`config.mk`:
```
export PLATFORM = sky130hd
export DESIGN_NAME = proc_controller
export DESIGN_NICKNAME = d
export VERILOG_FILES = /design/src/rtl/ctrl_pkg.sv /design/src/rtl/instr_fields.sv /design/src/rtl/proc_controller.sv
export SDC_FILE = /design/constraint.sdc
export NUM_CORES = 1
export LEC_CHECK = 0
export ABC_AREA = 1
export BUFFER_PORTS_ARGS = -buffer_cell sky130_fd_sc_hd__buf_2
export CAP_MARGIN = 5
export CORE_UTILIZATION = 34
export DETAILED_ROUTE_END_ITERATION = 10
export PLACE_DENSITY = 0.77
export SLEW_MARGIN = 10
export SYNTH_ARGS = -nofsm -noshare
export SYNTH_HDL_FRONTEND = slang
export SYNTH_SLANG_ARGS = --single-unit
```
`constraint.sdc`:
```
create_clock -name Clk -period 1.3 [get_ports Clk]
set_input_delay 0.195 -clock Clk [delete_from_list [all_inputs] [get_ports Clk]]
set_output_delay 0.195 -clock Clk [all_outputs]
set_load 0.02 [all_outputs]
```
`src/rtl/ctrl_pkg.sv`:
```
// ctrl_pkg: opcodes, FSM state codes, ALU selects and IR field positions for proc_controller
package ctrl_pkg;
  typedef enum logic [3:0] {
    OP_NOOP  = 4'd0,
    OP_STORE = 4'd1,
    OP_LOAD  = 4'd2,
    OP_ADD   = 4'd3,
    OP_SUB   = 4'd4,
    OP_HALT  = 4'd5
  } opcode_t;
  typedef enum logic [3:0] {
    S_INIT   = 4'd0,
    S_FETCH  = 4'd1,
    S_DECODE = 4'd2,
    S_NOOP   = 4'd3,
    S_LOAD_A = 4'd4,
    S_LOAD_B = 4'd5,
    S_STORE  = 4'd6,
    S_ADD    = 4'd7,
    S_SUB    = 4'd8,
    S_HALT   = 4'd9
  } state_t;
  localparam logic [2:0] ALU_PASS = 3'b000;
  localparam logic [2:0] ALU_ADD  = 3'b001;
  localparam logic [2:0] ALU_SUB  = 3'b010;
  localparam int OP_LSB      = 12;
  localparam int RA_LSB      = 8;
  localparam int RB_LSB      = 4;
  localparam int RD_LSB      = 0;
  localparam int LD_ADDR_LSB = 4;
  localparam int ST_ADDR_LSB = 0;
endpackage

```
`src/rtl/instr_fields.sv`:
```
// instr_fields: splits an instruction word into opcode, register and data-address fields
module instr_fields
  import ctrl_pkg::*;
#(
  parameter int IW  = 16,
  parameter int DAW = 8,
  parameter int RAW = 4
) (
  input  logic [IW-1:0]  i_ins,
  output opcode_t        o_opcode,
  output logic [RAW-1:0] o_ra,
  output logic [RAW-1:0] o_rb,
  output logic [RAW-1:0] o_rd,
  output logic [DAW-1:0] o_ld_daddr,
  output logic [DAW-1:0] o_st_daddr
);
  assign o_opcode   = opcode_t'(i_ins[OP_LSB +: 4]);
  assign o_ra       = i_ins[RA_LSB +: RAW];
  assign o_rb       = i_ins[RB_LSB +: RAW];
  assign o_rd       = i_ins[RD_LSB +: RAW];
  assign o_ld_daddr = i_ins[LD_ADDR_LSB +: DAW];
  assign o_st_daddr = i_ins[ST_ADDR_LSB +: DAW];
endmodule

```
`src/rtl/proc_controller.sv`:
```
// proc_controller: Moore fetch/decode/execute FSM for the six-instruction processor.
// Define CTRL_ILLEGAL_TRAP_EN to trap opcodes 0110-1111 into HALT with Illegal set.
module proc_controller
  import ctrl_pkg::*;
#(
  parameter int IW  = 16,
  parameter int DAW = 8,
  parameter int RAW = 4
) (
  input  logic           Clk,
  input  logic           Reset,
  input  logic [IW-1:0]  Ins,
  output logic           PC_clr,
  output logic           PC_up,
  output logic           IR_Id,
  output logic [DAW-1:0] D_Addr,
  output logic           D_wr,
  output logic           RF_s,
  output logic [RAW-1:0] RF_W_addr,
  output logic           RF_W_en,
  output logic [RAW-1:0] RF_Ra_addr,
  output logic [RAW-1:0] RF_Rb_addr,
  output logic [2:0]     ALU_s0,
  output logic [3:0]     OutState,
  output logic           Illegal
);
  state_t         r_state, w_next;
  opcode_t        w_op;
  logic [RAW-1:0] w_ra, w_rb, w_rd;
  logic [DAW-1:0] w_ld_daddr, w_st_daddr;
  logic           w_illegal_op;
  instr_fields #(.IW(IW), .DAW(DAW), .RAW(RAW)) u_fields (
    .i_ins(Ins), .o_opcode(w_op), .o_ra(w_ra), .o_rb(w_rb), .o_rd(w_rd),
    .o_ld_daddr(w_ld_daddr), .o_st_daddr(w_st_daddr)
  );
  assign w_illegal_op = w_op > OP_HALT;
  assign OutState = r_state;
  always_ff @(posedge Clk)
    r_state <= Reset ? S_INIT : w_next;
  always_comb begin
    w_next     = S_INIT;
    PC_clr     = 1'b0;
    PC_up      = 1'b0;
    IR_Id      = 1'b0;
    D_Addr     = '0;
    D_wr       = 1'b0;
    RF_s       = 1'b0;
    RF_W_addr  = '0;
    RF_W_en    = 1'b0;
    RF_Ra_addr = '0;
    RF_Rb_addr = '0;
    ALU_s0     = ALU_PASS;
    case (r_state)
      S_INIT: begin
        PC_clr = 1'b1;
        w_next = S_FETCH;
      end
      S_FETCH: begin
        IR_Id  = 1'b1;
        PC_up  = 1'b1;
        w_next = S_DECODE;
      end
      S_DECODE: begin
        case (w_op)
          OP_NOOP:  w_next = S_FETCH;
          OP_STORE: w_next = S_STORE;
          OP_LOAD:  w_next = S_LOAD_A;
          OP_ADD:   w_next = S_ADD;
          OP_SUB:   w_next = S_SUB;
          OP_HALT:  w_next = S_HALT;
`ifdef CTRL_ILLEGAL_TRAP_EN
          default:  w_next = S_HALT;
`else
          default:  w_next = S_NOOP;
`endif
        endcase
      end
      S_NOOP: w_next = S_FETCH;
      S_LOAD_A, S_LOAD_B: begin
        D_Addr    = w_ld_daddr;
        RF_s      = 1'b1;
        RF_W_addr = w_rd;
        RF_W_en   = r_state == S_LOAD_B;
        w_next    = r_state == S_LOAD_B ? S_FETCH : S_LOAD_B;
      end
      S_STORE: begin
        D_Addr     = w_st_daddr;
        RF_Ra_addr = w_ra;
        D_wr       = 1'b1;
        w_next     = S_FETCH;
      end
      S_ADD, S_SUB: begin
        RF_Ra_addr = w_ra;
        RF_Rb_addr = w_rb;
        RF_W_addr  = w_rd;
        RF_W_en    = 1'b1;
        ALU_s0     = r_state == S_ADD ? ALU_ADD : ALU_SUB;
        w_next     = S_FETCH;
      end
      S_HALT: w_next = S_HALT;
      default: w_next = S_INIT;
    endcase
  end
`ifdef CTRL_ILLEGAL_TRAP_EN
  logic r_illegal;
  always_ff @(posedge Clk)
    if (Reset) r_illegal <= 1'b0;
    else if (r_state == S_DECODE && w_illegal_op) r_illegal <= 1'b1;
  assign Illegal = r_illegal && r_state == S_HALT;
`else
  assign Illegal = 1'b0;
`endif
endmodule

```
### After elaboration in Yosys (flattened, before gate mapping)

Cells that the tools add are included.

* input bits: 18
* logic and storage cells: 36
* register bits after elaboration: 4
* output and inout port bits: 34

* reductions and logical operators: 7
* equal/unequal tests: 14
* multiplexer cells: 14

Operator list (count)
* == test 4 x 3 -> 1 bit (second input constant): 6
* case mux 4 bit (6 select lines): 1
* case mux 4 bit (5 select lines): 1
* == test 4 x 2 -> 1 bit (second input constant): 4
* case mux 8 bit (2 select lines): 1
* two-way mux 4 bit: 3
* == test 4 x 1 -> 1 bit (second input constant): 2
* == test 4 bit (second input constant): 2
* zero test 4 bit: 2
* OR reduction 5 bit: 1
* two-way mux 1 bit: 4
* two-way mux 2 bit: 2
* OR reduction 2 bit: 2
* OR reduction 4 bit: 1
* two-way mux 3 bit: 1
* OR reduction 3 bit: 1
* case mux 1 bit (2 select lines): 1

### Logic depth before layout (Yosys ltp)

* depth in word-level cells: 3
* gate-level depth with buffers: 7
* mapped depth without buffers: 7

### Cells and area by module

A second synthesis with hierarchy kept.

* cell total of the unflattened synthesis: 135
* area total of the unflattened synthesis: 793.3 sq um

By module, submodules not included
* proc_controller: area each 553.0 sq um, cells each 103, instances 1, seq. area each 80.1 sq um
* instr_fields: area each 240.2 sq um, cells each 32, instances 1, seq. area each 0.0 sq um

### Worst setup path before layout

Ideal clock, no wire load.

* path type: flip-flop to output port
* start point: register r_state[2], in the netlist OutState[2]
* end point: output port D_Addr[4]
* required time: 1105 ps
* cell stages (with the launch flop): 5
* arrival: 1316 ps
* setup slack: -211 ps
* buffers on the path: 0
* path through: dfxtp_1 -> nand2_1 -> inv_2 -> nand3_2 -> o21ai_0

* longest elaborated chain between the ends: 3
* elaborated cells between the ends (all ways): 5
* classes of those cells: eq/ne (3); mux (1); reduce/logical (1)

RTL lines
* from (decl): RTL line proc_controller.sv:27 `state_t r_state, w_next;`
* from (signal assigned): RTL line proc_controller.sv:39 `r_state <= Reset ? S_INIT : w_next;`
* == test 4 x 3 -> 1 bit: RTL line proc_controller.sv:53 `case (r_state)`
* OR reduction 2 bit: RTL line proc_controller.sv:53
* case mux 8 bit (2 select lines) (*): RTL line proc_controller.sv:53
* to (decl): RTL line proc_controller.sv:16 `output logic [DAW-1:0] D_Addr,`

Every way passes the cells marked *; elsewhere a longest branch is shown, timed or not.

### Worst setup path in the final report

* start point: register r_state[2], in the netlist OutState[2]
* end point: output port RF_Rb_addr[2]

* longest elaborated chain between the ends: 3
* elaborated cells between the ends (all ways): 4
* classes of those cells: eq/ne (2); mux (1); reduce/logical (1)

RTL lines
* == test 4 x 3 -> 1 bit or == test 4 bit (tied branches): RTL line proc_controller.sv:53
* OR reduction 2 bit (*): RTL line proc_controller.sv:53
* two-way mux 4 bit (*): RTL line proc_controller.sv:53
* to (decl): RTL line proc_controller.sv:22 `output logic [RAW-1:0] RF_Rb_addr,`

Marked as above.

==> results.py <==
metrics = {
    "detailed_routing": {
        "vias": 942,
        "wirelength_um": 2710,
        "initialDrtViolationCount": 30,
        "first_pass_iters": 4,
        "post_drt_wl_per_cell_um": 15.1,
        "antenna_left": 0,
        "vias_per_cell": 5.26,
        "drc_errors": 0,
    },
    "worst_hold_path": {
        "hp-class": "input pin to flip-flop",
        "min_path_cells": 2,
    },
    "setup_path": {
        "cp_cell_sequence": "inv_1 > nand4_4 > a21oi_1 > buf_4",
        "crit_buf_inv": 2,
        "cp.required_ns": 1.11,
        "worst_path_largest_cell_delay_ns": 0.33,
        "r2r_cells": 6,
        "crit_arrival_ns": 1.39,
        "path_class": "flip-flop to primary output",
        "crit_fanout": 8,
        "cp_top_family": "flip-flops",
        "end_kind": "primary output",
        "crit_path_top_delay_cell": "dfxtp_2",
        "cp-start-kind": "flip-flop",
        "crit_cells": 4,
    },
    "timing": {
        "finalSetupViolations": 28,
        "hold_viol": 0,
        "drv_slew": 0,
        "worst_slack_ns": -0.281,
        "grt_setup_unrepaired": "true",
        "period_minus_slack_ns": 1.58,
        "skew_ns": 0.00863,
        "period_share": 1.22,
        "timing.hold.ws_ns": 0.145,
        "fmax_mhz": 632,
    },
    "clock_network": {
        "cts-buffers-inserted": 3,
        "clock_latency_ns": 0.24,
        "cts.sinks": 4,
        "h-tree-depth": 1,
        "clockRootBuffer": "clkbuf_4",
        "clockBufferDepth": 2,
        "cts_tree": "done",
        "clkSlewWorstSetupHoldPaths_ns": 0.04,
    },
    "synth": {
        "ys_ff_latch": 4,
        "synth.yosys.seq_area_share": 0.154,
        "avgSynthCellArea_um2": 5.24,
        "netlist-cell-type-count": 17,
        "synthesis.area_um2": 519,
        "ys_warn_count": 0,
        "netlist_instances": 99,
    },
    "finish": {
        "diodes": 0,
        "synthToLayoutAreaGrowth_pct": 130,
        "fillerInstances": 73,
        "multiInputGateArea_um2": 463,
        "drive_gt1_frac": 0.707,
        "final_cells": 179,
        "layout_commonest_cell": "buf_4",
        "nets": 184,
        "largest_reg_flops": 4,
        "regArea_um2": 87.6,
        "mostFrequentLayoutCells": "buf_4 (24), buf_2 (21), buf_6 (19)",
    },
    "die": {
        "ioPinCount": 52,
        "rows": 13,
        "die_h_um": 41.1,
        "core_um2": 1370,
        "die_w_um": 41.1,
        "initial_core_util": 0.380,
        "die_area_um2": 1690,
    },
    "global_route": {
        "antenna_found_initial": 0,
        "grt-ovfl-total": 0,
        "grt_pass1_wl_um": 3390,
        "grt_usage": 0.319,
        "grt_max_degree": 9,
        "grt_pass1_vias": 817,
    },
    "status": {
        "violations": "setup timing",
        "status": "complete, but fails checks",
    },
    "place": {
        "dp.cells": 169,
        "gp_congestion": 0.773,
        "port_buffers": 49,
        "place_hpwl_um": 1360,
    },
    "power": {
        "power_density_nw_per_um2": 628,
        "vdd_drop_max_mv": 0.700,
        "cellLeakagePower_uw": 0.000692,
        "finalPower_uw": 751,
    },
    "flow_run": {
        "max_cap_violations": 0,
    },
}
## routing by layer
metal,vias to the layer above,track usage,part of all wire
li1,435,-,-
met1,419,0.282,0.34
met2,75,0.633,0.51
met3,13,0.120,0.11
met4,0,0.117,0.036
met5,-,0,0
## final timing paths
check	start	end	slack, ns
setup reg to reg	OutState[2]$_SDFF_PP0_	OutState[3]$_SDFF_PP0_	0.13
hold / removal	Reset	OutState[1]$_SDFF_PP0_	0.15
hold reg to reg	OutState[2]$_SDFF_PP0_	OutState[0]$_SDFF_PP0_	0.60
setup / recovery	OutState[2]$_SDFF_PP0_	RF_Rb_addr[2]	-0.28
## cell families (layout without fill, tap and decap cells)
logic type | after synthesis | in the layout | synth area share
and+or+nand+nor | 47 | 47 | 0.429
buffers and inverters | 28 | 92 | 0.224
DFF | 4 | 4 | 0.154
other | 1 | 2 | 0.00722
AOI/OAI and AO/OA | 19 | 19 | 0.186
## synthesized netlist by cell type, drive strengths merged
library cell | n | area, um2
inv | 25 | 93.8
nand4 | 2 | 18.8
a21oi | 7 | 35.0
dfxtp | 4 | 80.1
nand3 | 8 | 60.1
a31oi | 1 | 6.26
conb | 1 | 3.75
buf | 3 | 22.5
nand2 | 31 | 119
o21ai | 11 | 55.1
nor2 | 6 | 25.0
## report_power, final
group | switching [uW] | total [uW] | leakage (uW) | internal, uW
logic | 257 | 442 | 0.000643 | 185
registers | 14.5 | 152 | 0.0000346 | 138
clock network | 53.1 | 156 | 0.0000138 | 103
## metrics by stage
stage / utilization / setup TNS [ns] / setup slack, ns / instance area, um2
after detailed placement: 0.631 / -0.161 / -0.0296 / 862
after global routing: 0.875 / -7.06 / -0.334 / 1190
after floorplan: - / -0.115 / -0.0287 / 561
after CTS: 0.821 / -3.58 / -0.196 / 1120
final: 0.875 / -5.76 / -0.281 / 1190
after global placement: 0.631 / -0.0448 / -0.00975 / 862
## final cells by class
cell class                 instances  share of cell area
sequential                         4              0.0733
tap                               15              0.0157
clock buffer                       3              0.0188
timing repair buffer              64               0.418
inverter                          25              0.0869
multi-input combinational         68               0.387
## repair_timing
item / in CTS / in global routing
pin swaps: 4 / 7
hold buffers: 0 / 0
resized for setup: 64 / 23
buffers inserted: 5 / 3
setup endpoints to repair: 28 / 28
Power figures use the tool's default switching activity.
